## src/rtl/adc_iq_demod.sv

```systemverilog
// I/Q integrate-and-dump demodulator for 3-bit signed converter samples mixed against an 8-point NCO.
// Optional build macro: DEMOD_SCALE_EN (outputs a rounded average instead of the raw sum).
module adc_iq_demod #(
    parameter int LOG2_LEN = 3,
    parameter int ACC_W    = 7 + LOG2_LEN
) (
    input  logic                    clk,
    input  logic                    rst_n,
    input  logic                    enable,
    input  logic [7:0]              phase_step,
    input  logic [2:0]              adc_db,
    input  logic                    adc_valid,
    output logic [ACC_W-1:0]        i_out,
    output logic [ACC_W-1:0]        q_out,
    output logic                    out_valid,
    input  logic                    out_ready,
    output logic                    overrun
);

    typedef enum logic [1:0] {
        ST_IDLE  = 2'd0,
        ST_WAIT  = 2'd1,
        ST_INTEG = 2'd2
    } state_t;

    localparam logic [LOG2_LEN-1:0] CNT_LAST = {LOG2_LEN{1'b1}};

    function automatic logic signed [3:0] cos_lut(input logic [2:0] idx);
        case (idx)
            3'd0:    cos_lut = 4'sd7;
            3'd1:    cos_lut = 4'sd5;
            3'd2:    cos_lut = 4'sd0;
            3'd3:    cos_lut = -4'sd5;
            3'd4:    cos_lut = -4'sd7;
            3'd5:    cos_lut = -4'sd5;
            3'd6:    cos_lut = 4'sd0;
            3'd7:    cos_lut = 4'sd5;
            default: cos_lut = 4'sd0;
        endcase
    endfunction

    function automatic logic signed [3:0] sin_lut(input logic [2:0] idx);
        case (idx)
            3'd0:    sin_lut = 4'sd0;
            3'd1:    sin_lut = 4'sd5;
            3'd2:    sin_lut = 4'sd7;
            3'd3:    sin_lut = 4'sd5;
            3'd4:    sin_lut = 4'sd0;
            3'd5:    sin_lut = -4'sd5;
            3'd6:    sin_lut = -4'sd7;
            3'd7:    sin_lut = -4'sd5;
            default: sin_lut = 4'sd0;
        endcase
    endfunction

    function automatic logic signed [ACC_W-1:0] scale_sum(input logic signed [ACC_W-1:0] sum);
`ifdef DEMOD_SCALE_EN
        logic signed [ACC_W-1:0] rnd;
        rnd       = ACC_W'(1) <<< (LOG2_LEN - 1);
        scale_sum = (sum + rnd) >>> LOG2_LEN;
`else
        scale_sum = sum;
`endif
    endfunction

    state_t                   state_q, state_d;
    logic [7:0]               phase_q, phase_d;
    logic [7:0]               step_q, step_d;
    logic [LOG2_LEN-1:0]      count_q, count_d;
    logic                     s1_valid_q, s1_valid_d;
    logic                     s1_last_q, s1_last_d;
    logic signed [2:0]        s1_db_q, s1_db_d;
    logic signed [3:0]        s1_cos_q, s1_cos_d;
    logic signed [3:0]        s1_sin_q, s1_sin_d;
    logic signed [ACC_W-1:0]  acc_i_q, acc_i_d;
    logic signed [ACC_W-1:0]  acc_q_q, acc_q_d;
    logic signed [ACC_W-1:0]  i_out_q, i_out_d;
    logic signed [ACC_W-1:0]  q_out_q, q_out_d;
    logic                     out_valid_q, out_valid_d;
    logic                     overrun_q, overrun_d;

    logic                     accept_s;
    logic [7:0]               cur_phase_s;
    logic [7:0]               cur_step_s;
    logic [LOG2_LEN-1:0]      cur_count_s;
    logic signed [6:0]        prod_i_s, prod_q_s;
    logic signed [ACC_W-1:0]  sum_i_s, sum_q_s;

    // The WAIT_VALID state accepts its first sample against a freshly zeroed phase and the live step input.
    assign accept_s    = enable && adc_valid && ((state_q == ST_WAIT) || (state_q == ST_INTEG));
    assign cur_phase_s = (state_q == ST_WAIT) ? 8'd0 : phase_q;
    assign cur_step_s  = (state_q == ST_WAIT) ? phase_step : step_q;
    assign cur_count_s = (state_q == ST_WAIT) ? {LOG2_LEN{1'b0}} : count_q;

    assign prod_i_s = 7'(s1_db_q) * 7'(s1_cos_q);
    assign prod_q_s = 7'(s1_db_q) * 7'(s1_sin_q);
    assign sum_i_s  = acc_i_q + ACC_W'(prod_i_s);
    assign sum_q_s  = acc_q_q + ACC_W'(prod_q_s);

    // Next-state logic for the FSM, NCO, both pipeline stages and the output handshake.
    always_comb begin
        state_d     = state_q;
        phase_d     = phase_q;
        step_d      = step_q;
        count_d     = count_q;
        s1_valid_d  = 1'b0;
        s1_last_d   = 1'b0;
        s1_db_d     = s1_db_q;
        s1_cos_d    = s1_cos_q;
        s1_sin_d    = s1_sin_q;
        acc_i_d     = acc_i_q;
        acc_q_d     = acc_q_q;
        i_out_d     = i_out_q;
        q_out_d     = q_out_q;
        out_valid_d = out_valid_q;
        overrun_d   = overrun_q;

        if (!enable) begin
            state_d     = ST_IDLE;
            phase_d     = 8'd0;
            count_d     = {LOG2_LEN{1'b0}};
            acc_i_d     = {ACC_W{1'b0}};
            acc_q_d     = {ACC_W{1'b0}};
            out_valid_d = 1'b0;
            overrun_d   = 1'b0;
        end else begin
            case (state_q)
                ST_IDLE: begin
                    state_d = ST_WAIT;
                end
                ST_WAIT: begin
                    phase_d = 8'd0;
                    count_d = {LOG2_LEN{1'b0}};
                    step_d  = phase_step;
                    acc_i_d = {ACC_W{1'b0}};
                    acc_q_d = {ACC_W{1'b0}};
                    if (adc_valid) begin
                        state_d = ST_INTEG;
                    end else begin
                        state_d = ST_WAIT;
                    end
                end
                ST_INTEG: begin
                    state_d = ST_INTEG;
                end
                default: begin
                    state_d = ST_IDLE;
                end
            endcase

            if (accept_s) begin
                phase_d    = cur_phase_s + cur_step_s;
                count_d    = cur_count_s + LOG2_LEN'(1);
                s1_valid_d = 1'b1;
                s1_last_d  = (cur_count_s == CNT_LAST);
                s1_db_d    = adc_db;
                s1_cos_d   = cos_lut(cur_phase_s[7:5]);
                s1_sin_d   = sin_lut(cur_phase_s[7:5]);
            end else begin
                s1_valid_d = 1'b0;
            end

            if (out_valid_q && out_ready) begin
                out_valid_d = 1'b0;
            end else begin
                out_valid_d = out_valid_q;
            end

            // A dump restarts the accumulator at zero; the next sample is already in stage 1, so none is lost.
            if (s1_valid_q && s1_last_q) begin
                i_out_d     = scale_sum(sum_i_s);
                q_out_d     = scale_sum(sum_q_s);
                acc_i_d     = {ACC_W{1'b0}};
                acc_q_d     = {ACC_W{1'b0}};
                out_valid_d = 1'b1;
                if (out_valid_q && !out_ready) begin
                    overrun_d = 1'b1;
                end else begin
                    overrun_d = overrun_q;
                end
            end else if (s1_valid_q) begin
                acc_i_d = sum_i_s;
                acc_q_d = sum_q_s;
            end else begin
                overrun_d = overrun_q;
            end
        end
    end

    // State, pipeline and output registers.
    always_ff @(posedge clk or negedge rst_n) begin
        if (!rst_n) begin
            state_q     <= ST_IDLE;
            phase_q     <= 8'd0;
            step_q      <= 8'd0;
            count_q     <= {LOG2_LEN{1'b0}};
            s1_valid_q  <= 1'b0;
            s1_last_q   <= 1'b0;
            s1_db_q     <= 3'sd0;
            s1_cos_q    <= 4'sd0;
            s1_sin_q    <= 4'sd0;
            acc_i_q     <= {ACC_W{1'b0}};
            acc_q_q     <= {ACC_W{1'b0}};
            i_out_q     <= {ACC_W{1'b0}};
            q_out_q     <= {ACC_W{1'b0}};
            out_valid_q <= 1'b0;
            overrun_q   <= 1'b0;
        end else begin
            state_q     <= state_d;
            phase_q     <= phase_d;
            step_q      <= step_d;
            count_q     <= count_d;
            s1_valid_q  <= s1_valid_d;
            s1_last_q   <= s1_last_d;
            s1_db_q     <= s1_db_d;
            s1_cos_q    <= s1_cos_d;
            s1_sin_q    <= s1_sin_d;
            acc_i_q     <= acc_i_d;
            acc_q_q     <= acc_q_d;
            i_out_q     <= i_out_d;
            q_out_q     <= q_out_d;
            out_valid_q <= out_valid_d;
            overrun_q   <= overrun_d;
        end
    end

    assign i_out     = i_out_q;
    assign q_out     = q_out_q;
    assign out_valid = out_valid_q;
    assign overrun   = overrun_q;

endmodule

```

## config.mk

```make
export PLATFORM = sky130hd
export DESIGN_NAME = adc_iq_demod
export DESIGN_NICKNAME = d
export VERILOG_FILES = /design/src/rtl/adc_iq_demod.sv
export SDC_FILE = /design/constraint.sdc
export NUM_CORES = 1
export LEC_CHECK = 0
export ABC_AREA = 0
export BUFFER_PORTS_ARGS = -buffer_cell sky130_fd_sc_hd__buf_2
export CORE_MARGIN = 5
export CORE_UTILIZATION = 35
export CTS_CLUSTER_DIAMETER = 60
export DETAILED_ROUTE_END_ITERATION = 16
export MAX_ROUTING_LAYER = met4
export PLACE_DENSITY = 0.61
export SLEW_MARGIN = 20
export SYNTH_ARGS = -nofsm -noshare
export SYNTH_HDL_FRONTEND = slang
export SYNTH_SLANG_ARGS = --single-unit
```

## constraint.sdc

```tcl
create_clock -name clk -period 7.4 [get_ports clk]
set_input_delay 1.48 -clock clk [delete_from_list [all_inputs] [get_ports clk]]
set_output_delay 1.48 -clock clk [all_outputs]
set_load 0.02 [all_outputs]
```

==> Yosys cells after proc, flatten, opt, wreduce, memory -nomap -nowiden <==
Memory sizes are Yosys's and may differ from the RTL's. A register that Yosys moved wholly into a read port is not among the register bits.
Index checks and enable logic that the tools add are counted.
{ "word_totals": {"mem_bits_ro": 64, "word_cells": 68, "output_inout_bits": 22, "register_bits": 68, "input_bits": 16, "memories": 2} }
{ "memory_table": {"columns": ["name", "words", "word_bits", "rd", "rd_clocked_by_memory_dff", "wr", "line", "rtl"], "rows": [
  ["(no name shown)", 8, 4, 1, 1, 0, "29", "case (idx)"],
  ["(no name shown)", 8, 4, 1, 1, 0, "43", "case (idx)"]
]} }
{ "classes": {"eq_ne": 7, "n_mul": 2, "add_sub_neg": 4, "n_reduce_logical": 13, "n_mux": 27} }
{ "ops": {"columns": ["cell", "n"], "rows": [
  ["$mux W10", 7],
  ["$mux W8", 4],
  ["$add A10 B7 Y10", 2],
  ["$mul A3 B4 Y7", 2],
  ["$mux W1", 10],
  ["$mux W3", 3],
  ["$add A8 B8 Y8", 1],
  ["$pmux W2 S3", 1],
  ["$reduce_and A2 Y1", 3],
  ["$logic_and A1 B1 Y1", 5],
  ["$mux W2", 2],
  ["$ne A2 B1 Y1 const B", 2],
  ["$ne A4 B1 Y1 const B", 1],
  ["$add A3 B1 Y3 const B", 1],
  ["$eq A3 B3 Y1 const B", 1],
  ["$logic_not A1 Y1", 3],
  ["$ne A3 B1 Y1 const B", 1],
  ["$eq A2 B1 Y1 const B", 1],
  ["$eq A2 B2 Y1 const B", 1],
  ["$logic_not A2 Y1", 1],
  ["$logic_or A1 B1 Y1", 1]
]} }

==> Longest topological paths before layout <==
Gate-level depths: netlist of run 1.
{ "depth": {"depth_word": 5, "mapped_depth": 15, "mapped_depth_nobuf": 15} }

==> Worst setup path before layout of run 1 <==
No wires, ideal clock.
{ "synth_timing": {"path_type": "flip-flop to flip-flop", "startpoint": "reg s1_sin_q[0]", "endpoint": "reg q_out_q[9] (netlist: q_out[9])", "setup_time_ns": 0.125, "synth_period_minus_slack_ns": 3.544, "n_path_buf": 0, "arrival_ns": 3.419, "path_slack_ns": 3.856, "required_ns": 7.275, "stages_incl_launch_ff": 13, "cell_sequence": "dfrtp_1 > nand2b_1 > fa_1 > fa_1 > fa_1 > inv_1 > ha_1 > a21oi_2 > o21ai_1 > or4_1 > a31oi_1 > xnor2_1 > mux2_4"} }
{ "synth_between": {"elab_chain_cells": 2} }
{ "synth_rtl": {"columns": ["element", "line", "rtl"], "rows": [
  ["from (decl)", "74", "logic signed [3:0] s1_sin_q, s1_sin_d;"],
  ["$mul A3 B4 Y7", "96", "assign prod_q_s = 7'(s1_db_q) * 7'(s1_sin_q);"],
  ["$add A10 B7 Y10", "98", "assign sum_q_s = acc_q_q + ACC_W'(prod_q_s);"],
  ["to (signal assigned)", "205", "q_out_q <= {ACC_W{1'b0}};"],
  ["to (signal assigned)", "221", "q_out_q <= q_out_d;"],
  ["to (decl)", "78", "logic signed [ACC_W-1:0] q_out_q, q_out_d;"]
]} }
Every way passes these cells.
A chain may end at the register's enable or synchronous reset.

==> Final worst setup path of run 1 <==
{ "layout_timing": {"startpoint": "reg s1_db_q[2]", "endpoint": "reg q_out_q[9] (netlist: q_out[9])"} }
{ "layout_between": {"elab_chain_cells": 2} }
{ "layout_rtl": {"columns": ["element", "line", "rtl"], "rows": [
  ["from (decl)", "72", "logic signed [2:0] s1_db_q, s1_db_d;"],
  ["from (signal assigned)", "199", "s1_db_q <= 3'sd0;"],
  ["from (signal assigned)", "215", "s1_db_q <= s1_db_d;"],
  ["$mul A3 B4 Y7", "96", null],
  ["$add A10 B7 Y10", "98", null]
]} }
Every way passes these cells.

==> out/qor.csv, run 1 <==
metric;value;unit
FILL cells;1449;
Max-slew headroom;38.7;%
worst skew pair latency;0.34;ns
Fin Hold WS;0.478;ns
htree depth;3;
Syn Inst Count;521;
clk sinks;76;
type of the worst setup path;flip-flop to flip-flop;
Final Skew;0.00722;ns
Post-DRT Antenna Nets;0;
FMAX;0.265;GHz
Final Wtd Congestion;0.821;
xor-xnor portion of the synthesized cell area;3.21;%
setup bufs post-CTS;0;
register area share after synthesis;36.7;%
Synth warnings;0;
DR vias/cell;4.84;
n_diodes;0;
Simple-Gate Fraction of Synth Area;14.0;%
Slew @ Worst Pin;0.919;ns
Clock transition at path regs;0.06;ns
gr usage total;12.7;%
most frequent cells in the layout;dfrtp_1, inv_1, nand2_1, ha_1, o21ai_0;
flops & latches, synth;76;
setup TNS;0;ns
row count;44;
element type at the critical path start;flip-flop;
Inserted Clock Buffers;9;
pwr dens;278;mW/mm^2
number of flops mapped to enable cells by yosys;0;
initial antenna violation count;0;
Tot Pwr;1.62;mW
final wirelength;10.2;mm
I/O pin count;38;
Final Cycle Share;50.9;%
max-cap violations;0;
Reg area;0.00190;sq mm
number of buffers and inverters on the critical path;1;
total core area;0.0145;sq mm
post-synthesis mux area share;6.25;%
count of cell types in the netlist;39;
Die Y;132;um
most common cell after layout, fill and taps aside;dfrtp_1;
Net count, final;649;
Synth Area in Compound Gates;10.8;%
Congestion Overflow GR;0;
Worst setup EP type;flip-flop;
Root Buffer;clkbuf_16;
DIE AREA;0.0173;sq mm
Cell Count, Final, Fillers Out;741;
Worst path max stage delay;0.55;ns
CP top delay family;adder cells;
worst vdd ir;0.144;mV
synthesis-to-finish area growth;12.9;%
crit path DAT;3.99;ns
CTS tree;built;
Top FF cell, synth;dfrtp_1;
first-pass iteration count of the detailed router;4;
Final min period;3.77;ns
Port Buffer Count;37;
Inst Count DP;724;
DRC;0;
area of the multi-input gates;0.00298;sq mm
status;complete, no violations;
chip width;132;um
worst-path cell chain;inv_1 > nor2_1 > fa_1 > fa_1 > ha_1 > ha_1 > a21oi_2 > o21ai_1 > or4_1 > a31oi_1 > xnor2_1 > mux2_4;
ratio of cells with drive above 1 in the final layout;14.9;%
vias in the first global route;3791;
Synth Cell Area;0.00518;sq mm
Initial Util;35.7;%
Hold Violations, Final;0;
wire per inst;13.8;um
FFs w/ async S/R, synth;100;%
largest family of logic cells by synthesized area;adder cells;
clock tree buffer depth;2;
hpwl dp;7.56;mm
vias;3590;
Worst path slowest cell;fa_1;
Leak;2.96;nW
synthesized area per cell;9.95;sq um
PostCTS Resize Cnt;0;
cts hold-fix bufs;0;
Max FO, Critical Path;8;
HP Class;flip-flop to flip-flop;
largest net degree at the start of global routing;77;
CP required;7.63;ns
syn nets;618;
RSZ-0062 raised after global routing;false;
Post-Synth Adder-Cell Area;23.2;%
setup violators final;0;
final slew viol count;0;
first-pass GRT wire length;17.9;mm
DR iter-0 viols;166;
==> power breakdown <==
part,internal (mW),switching [mW]
clock network,0.246,0.171
logic,0.304,0.392
registers,0.469,0.0417
total,1.02,0.605
==> state kept, by name, summed over array words and instances (netlist names), 4 cells and up <==
register  flops
acc_q_q      10
phase_q       8
s1_sin_q      4
i_out        10
step_q        8
q_out        10
acc_i_q      10
s1_cos_q      4
==> metrics by stage <==
step / setup slack (ns) / utilization, % / area [sq um]
3_3_place_gp: 3.70 / 38.2 / 5550
3_5_place_dp: 3.60 / 38.2 / 5550
5_1_grt: 3.38 / 40.2 / 5850
2_1_floorplan: 3.86 / - / 5180
6_report: 3.63 / 40.2 / 5850
4_1_cts: 3.58 / 40.1 / 5830
==> worst register-to-register path: stages (launching register included) <==
cell and delay (ns):
dfrtp_1 0.40, inv_1 0.25, nor2_1 0.11, fa_1 0.55
fa_1 0.43, ha_1 0.33, ha_1 0.32, a21oi_2 0.15
o21ai_1 0.10, or4_1 0.41, a31oi_1 0.21, xnor2_1 0.12
mux2_4 0.26
==> area by class of cell <==
type	count	area share [%]
multi-input cells	364	51.0
well taps	184	3.94
clock buffers	13	4.45
clock inverters	3	0.364
repair buffers	40	3.81
inverters	61	3.91
flip-flops and latches	76	32.5
==> synthesized netlist by cell type (3+ instances only) <==
library cell	number	area share, %
nor3b_1	6	0.87
a21oi_1	15	1.4
nand2b_1	16	1.9
o21bai_1	3	0.43
inv_1	61	4.4
fa_1	25	9.7
xor2_1	4	0.68
dfrtp_1	76	37
ha_1	56	14
or3_1	3	0.36
nor2b_1	11	1.3
nor2_1	18	1.3
clkbuf_1	20	1.4
a31oi_1	4	0.48
xnor2_1	15	2.5
mux2i_1	5	0.97
o31ai_1	3	0.43
o21ai_0	39	3.8
nand3_1	8	0.77
a22o_1	11	1.9
mux2_2	23	5.0
and2_1	18	2.2
nand2_1	56	4.1
a21boi_0	6	0.87
==> worst paths after layout <==
path / startpoint / endpoint / slack, ns / cells after the start
worst max register to register: s1_db_q[2] / q_out[9] / 3.63 / 12
worst max-delay path: s1_db_q[2] / q_out[9] / 3.63 / 12
worst min register to register: q_out[7] / q_out[7] / 0.48 / 2
max in group asynchronous: rst_n / phase_q[7] / 5.71 / 2
worst min-delay path: q_out[7] / q_out[7] / 0.48 / 2
min in group asynchronous: rst_n / q_out[8] / 1.11 / 1
==> cell families after synthesis <==
family | after synthesis
compound gates | 91
mux | 29
xor+xnor | 19
simple gates | 144
buf+inv | 81
flops | 76
fa+ha+maj | 81
==> metal layers <==
| metal | global-route usage (%) | share of wire, % | vias up |
|---|---|---|---|
| met4 | 3.49 | 1.3 | 0 |
| met2 | 20.9 | 49 | 43 |
| met5 | - | 0 | - |
| li1 | - | - | 1791 |
| met3 | 2.94 | 3.6 | 14 |
| met1 | 15.7 | 46 | 1742 |
(Power assumes the default switching activity.)
==> run 2, diff against run 1 <==
Settings changed: ABC_AREA 0 to 1.
Clock period 7.4 ns to 3.65 ns, I/O delays scaled along.
==> run 2 against run 1 <==
  * Worst hold slack worse by 0.069 ns
  * Clock power is 110% higher
  * Setup slack worse by 3.5 ns
  * Register-to-register slack worse by 3.5 ns
  * First-iteration DRC count is 61% higher
  * Routed wire length is 7.3% higher
  * Largest cell class unchanged
  * Highest routed layer unchanged
==> out/qor.csv, run 2 <==
metric;value;unit;change
status;complete, no violations;;
vias in the first global route;4049;;+6.8%
initial antenna violation count;0;;unchanged
first-pass GRT wire length;19.7;mm;+9.7%
Leak;3.39;nW;+14%
Fin Hold WS;0.409;ns;-0.0691 ns
register area share after synthesis;36.0;%;-0.70 points
Final Cycle Share;96.3;%;+45 points
DR vias/cell;4.53;;-6.6%
vias;3982;;+11%
Post-DRT Antenna Nets;0;;unchanged
R2R cell count;14;;+2
pwr dens;633;mW/mm^2;+130%
Initial Util;35.3;%;-0.39 points
htree depth;3;;unchanged
Die Y;133;um;+0.89%
hpwl dp;8.09;mm;+7.0%
max-cap violations;0;;unchanged
most common cell after layout, fill and taps aside;nand2_1;;
Inst Count DP;862;;+19%
post-synth top area share;36.0;%;-0.70 points
type of the worst setup path;flip-flop to flip-flop;;
Clock power frac;23.0;%;-2.6 points
worst skew pair latency;0.35;ns;about the same
reg-to-reg slack, setup;0.14;ns;-3.50 ns
number of flops mapped to enable cells by yosys;0;;unchanged
I/O pin count;38;;unchanged
Max FO, Critical Path;4;;-4
Power Internal;2.19;mW;+110%
count of cell types in the netlist;32;;-18%
setup TNS;0;ns;unchanged
chip width;133;um;+0.89%
placed inst area;0.00570;sq mm;+2.8%
Comb power frac;50.2;%;+7.3 points
element type at the critical path start;flip-flop;;
Hold Violations, Final;0;;unchanged
Inserted Clock Buffers;9;;unchanged
Worst setup EP type;flip-flop;;
RR Endpoint;acc_i_q[6];;
Worst path slowest cell;fa_1;;
FFs w/ async S/R, synth;100;%;unchanged
clk sinks;76;;unchanged
synthesized area per cell;8.20;sq um;-18%
row count;45;;+2.3%
CTS tree;built;;
Net count, final;784;;+21%
top cell type by total area after synthesis;dfrtp_1;;
synth cell count leaders;nand2_1, inv_1, dfrtp_1;;
worst-path cell chain;inv_2 > or2_2 > fa_1 > fa_1 > inv_1 > fa_1 > ha_1 > inv_1 > fa_2 > inv_1 > nand3_1 > o211ai_1 > xor2_1 > o22ai_1;;
CP required;3.85;ns;-3.78 ns
largest net degree at the start of global routing;77;;unchanged
final wirelength;11.0;mm;+7.3%
Design Area, Final;0.00601;sq mm;+2.7%
total core area;0.0150;sq mm;+3.0%
n_diodes;0;;unchanged
DR iter-0 viols;268;;+61%
wire per inst;12.5;um;-9.6%
Cell Count, Final, Fillers Out;880;;+19%
gr usage total;14.2;%;+1.5 points
Worst path max stage delay;0.51;ns;-0.04 ns
Final Wtd Congestion;0.867;;+5.7%
DIE AREA;0.0177;sq mm;+1.8%
FILL cells;1522;;+5.0%
final slew viol count;0;;unchanged
syn nets;741;;+20%
Synth Cell Area;0.00528;sq mm;+1.9%
Clock transition at path regs;0.06;ns;about the same
most frequent cells in the layout;nand2_1, inv_1, dfrtp_1, o21ai_0, ha_1;;
WP depth;14;;+2
FMAX;0.285;GHz;+7.2%
cts hold-fix bufs;0;;unchanged
Synth warnings;0;;unchanged
DRC;0;;unchanged
Final min period;3.51;ns;-0.253 ns
sequential share of power;26.8;%;-4.7 points
HP Class;primary input to async pin;;
Switch Pwr;1.61;mW;+170%
Root Buffer;clkbuf_16;;
Syn Inst Count;644;;+24%
Port Buffer Count;37;;unchanged
synthesis-to-finish area growth;13.7;%;
Max-slew headroom;52.7;%;+14 points
Congestion Overflow GR;0;;unchanged
Slew @ Worst Pin;0.709;ns;-0.210 ns
crit path DAT;3.71;ns;-0.28 ns
worst vdd ir;0.240;mV;+66%
CP top delay family;adder cells;;
Final Skew;0.00892;ns;+0.00170 ns
clock tree buffer depth;2;;unchanged
flops & latches, synth;76;;unchanged
Top FF cell, synth;dfrtp_1;;
first-pass iteration count of the detailed router;4;;unchanged
Tot Pwr;3.80;mW;+130%
number of buffers and inverters on the critical path;4;;+3
ratio of cells with drive above 1 in the final layout;11.3;%;-3.6 points
top-count cell post-synth;nand2_1;;
Synth area leaders;dfrtp_1, ha_1, nand2_1;;
setup violators final;0;;unchanged
r2r startpoint;s1_db_q[2];;
fraction of power spent switching nets;42.4;%;+5.1 points
run 2: cell count changes in the layout (fill, tap and decap cells not counted), moves of 11 or more:
cell,change
nand2_1,+91
inv_1,+69
o21ai_0,+24
mux2_2,-23
nand3_1,+22
and2_1,-17
nand2b_1,-16
a22o_1,-11
nor2b_1,-11
run 2: how the worst max path moves through the flow:
stage,from,end,slack (ns)
after floorplan,s1_db_q[2],i_out[6],0.02
after global placement,s1_db_q[2],acc_i_q[6],0.07
after detailed placement,s1_db_q[2],acc_i_q[6],0.005
after CTS,s1_db_q[2],acc_i_q[6],0.008
after global routing,s1_db_q[2],acc_i_q[6],-0.01
final,s1_db_q[2],acc_i_q[6],0.14
run 2: cell families (layout without fill, tap and decap cells):
logic type / count (synthesis) / after routing / share of synthesized area (%)
AOI/OAI and AO/OA: 96 / 96 / 9.52
xor gates and xnor gates: 13 / 13 / 2.16
adders and majority gates: 81 / 81 / 22.7
buffers and inverters: 152 / 200 / 11.2
DFF: 76 / 76 / 36.0
and+or+nand+nor: 226 / 226 / 18.4
run 2: timing repair:
action,4_1_cts,5_1_grt
resized for setup,0,2
setup buffers,0,2
setup endpoints to repair,0,8
run 2: cell type report:
| type | instances | area, sq um | area share, % |
|---|---|---|---|
| Clock buffer | 11 | 233 | 3.87 |
| Clock inverter | 5 | 52.6 | 0.875 |
| Inverter | 134 | 503 | 8.37 |
| Multi-Input combinational cell | 416 | 2790 | 46.5 |
| Sequential cell | 76 | 1900 | 31.7 |
| Tap cell | 188 | 235 | 3.92 |
| Timing Repair Buffer | 50 | 289 | 4.81 |
run 2: metal layers:
| metal | vias to the layer above | share of wire (%) | wire length (um) | GRT usage (%) |
|---|---|---|---|---|
| met3 | 15 | 3.4 | 372 | 4.37 |
| met5 | - | 0 | 0 | - |
| met4 | 0 | 1.3 | 142 | 3.29 |
| met2 | 52 | 45 | 4990 | 21.4 |
| li1 | 2098 | - | - | - |
| met1 | 1817 | 50 | 5480 | 18.7 |
run 2: through the flow:
stage | utilization [%] | setup slack, ns
floorplan | - | 0.0226
global placement | 38.1 | 0.0701
detailed placement | 38.1 | 0.00546
CTS | 40.0 | 0.00757
global route | 40.1 | -0.00962
finish | 40.1 | 0.137
run 2: power by group through the flow:
stage                     clock [mW]  sequential (mW)  combinational, mW
after floorplan                    0             1.01               1.44
after global placement             0             1.03               1.84
after detailed placement           0             1.03               1.87
after CTS                      0.908             1.02               1.91
after global routing           0.952             1.04               2.23
final                          0.875             1.02               1.91
==> run 3, diff against run 2 <==
Settings changed: CORE_UTILIZATION 35 to 30, PLACE_DENSITY 0.61 to 0.55.
==> run 3 against run 2 <==
  * Routed wire length grew 1.8%
  * Register-to-register slack gained 0.04 ns
  * Total power grew 1.4%
  * Sequential share of layout area shrank 0.47 points
  * Clock-buffer cell count shrank 1
  * First-iteration DRC count shrank 48%
  * Die area grew 15%
==> out/qor.csv, run 3 (synthesis gave the netlist of run 2 again) <==
metric;value;unit;change
Worst setup EP type;flip-flop;;
gr usage total;12.2;%;-2.0 points
pwr dens;632;mW/mm^2;-0.16%
Final Wtd Congestion;0.800;;-7.7%
Worst path max stage delay;0.56;ns;+0.05 ns
Net count, final;787;;+0.38%
DRC;0;;unchanged
R2R cell count;15;;+1
Die Y;143;um;+7.4%
largest net degree at the start of global routing;42;;-45%
Fin Hold WS;0.353;ns;-0.0557 ns
Final min period;3.47;ns;-0.0401 ns
total core area;0.0173;sq mm;+15%
clock tree buffer depth;2;;unchanged
DR iter-0 viols;140;;-48%
htree depth;3;;unchanged
Slew @ Worst Pin;0.535;ns;-0.175 ns
r2r startpoint;s1_db_q[2];;
Final Skew;0.00615;ns;-0.00277 ns
max-cap violations;0;;unchanged
wire per inst;12.2;um;-2.7%
initial antenna violation count;0;;unchanged
Design Area, Final;0.00610;sq mm;+1.5%
Max-slew headroom;64.4;%;+12 points
Root Buffer;clkbuf_16;;
Post-DRT Antenna Nets;0;;unchanged
Inserted Clock Buffers;9;;unchanged
hpwl dp;8.55;mm;+5.7%
status;complete, no violations;;
Hold Violations, Final;0;;unchanged
setup violators final;0;;unchanged
FMAX;0.288;GHz;+1.2%
vias in the first global route;3883;;-4.1%
CTS tree;built;;
Clock transition at path regs;0.06;ns;about the same
first-pass GRT wire length;19.2;mm;-2.5%
clk sinks;76;;unchanged
cts hold-fix bufs;0;;unchanged
synthesis-to-finish area growth;15.4;%;
most common cell after layout, fill and taps aside;nand2_1;;
HP Class;primary input to async pin;;
reg-to-reg slack, setup;0.18;ns;+0.04 ns
Worst path slowest cell;fa_1;;
Congestion Overflow GR;0;;unchanged
I/O pin count;38;;unchanged
most frequent cells in the layout;nand2_1, inv_1, dfrtp_1, o21ai_0, ha_1;;
Leak;3.40;nW;+0.33%
DR vias/cell;4.36;;-3.7%
Setup WS post-layout;0.177;ns;+0.0401 ns
CP required;3.87;ns;+0.02 ns
Port Buffer Count;37;;unchanged
worst skew pair latency;0.34;ns;about the same
first-pass iteration count of the detailed router;5;;+1
n_diodes;0;;unchanged
RR Endpoint;acc_q_q[8];;
row count;48;;+6.7%
Final Cycle Share;95.2;%;-1.1 points
DIE AREA;0.0204;sq mm;+15%
worst vdd ir;0.267;mV;+11%
Max FO, Critical Path;4;;unchanged
chip width;143;um;+7.4%
Initial Util;30.5;%;-4.7 points
Place WS;-0.00283;ns;-0.00829 ns
crit path DAT;3.70;ns;about the same
vias;4011;;+0.73%
element type at the critical path start;flip-flop;;
worst-path cell chain;clkinv_2 > or2_2 > fa_1 > fa_1 > fa_1 > inv_1 > ha_1 > inv_1 > fa_2 > inv_1 > nand4_1 > nand3_1 > nand2_1 > nand3_1 > o21ai_0;;
placed inst area;0.00576;sq mm;+1.1%
ratio of cells with drive above 1 in the final layout;12.5;%;+1.2 points
final slew viol count;0;;unchanged
type of the worst setup path;flip-flop to flip-flop;;
final wirelength;11.2;mm;+1.8%
## run 3: critical path, delay by kind of cell (launching register included)
family	cells	cell delay (ns)
AO/OA/AOI/OAI	1	0.07
AND/OR/NAND/NOR	5	0.67
flip-flops	1	0.37
adder cells (fa/ha/maj)	5	1.97
buffers and inverters	4	0.28
## run 3: final cells by class
cell class / instances / area, sq um
Clock buffer: 10 / 239
Clock inverter: 6 / 63.8
Fill cell: 1830 / 11200
Inverter: 134 / 504
Multi-Input combinational cell: 416 / 2800
Sequential cell: 76 / 1900
Tap cell: 225 / 282
Timing Repair Buffer: 53 / 308
## run 3: repair_timing
item                       in CTS  in global routing
buffers inserted                0                  3
setup endpoints to repair       2                  8
pin swaps                       1                  7
gates resized for setup         1                  7
hold endpoints to repair        0                  0
## run 3: metal layers
metal	up-vias	wire length [um]	part of all wire (%)	global-route usage (%)
li1	2106	-	-	-
met2	55	5160	46	18.6
met3	12	433	3.9	2.98
met1	1838	5450	49	16.3
met5	-	0	0	-
met4	0	136	1.2	3.15
## run 3: stage by stage
stage	power (mW)	TNS, ns	std cells	util [%]
global route	4.26	-0.0356	920	35.3
global placement	2.91	0	901	33.3
CTS	3.88	0	917	35.1
finish	3.85	0	920	35.3
floorplan	2.45	0	644	-
detailed placement	2.93	-0.00283	901	33.3
## run 3: power breakdown
group | total, mW | internal (mW) | switching, mW
sequential | 1.02 | 0.946 | 0.0728
clock | 0.911 | 0.546 | 0.364
combinational | 1.92 | 0.729 | 1.19
total | 3.85 | 2.22 | 1.63
## run 3: worst max path at each step
stage                     cells past startpoint       start  slack, ns         end
after floorplan                              14  s1_db_q[2]       0.02    i_out[6]
after global placement                       14  s1_db_q[2]       0.07    i_out[6]
after detailed placement                     14  s1_db_q[2]     -0.003  acc_i_q[6]
after CTS                                    14  s1_db_q[2]       0.03  acc_i_q[6]
after global routing                         14  s1_db_q[2]      -0.02  acc_i_q[6]
final                                        15  s1_db_q[2]       0.18  acc_q_q[8]
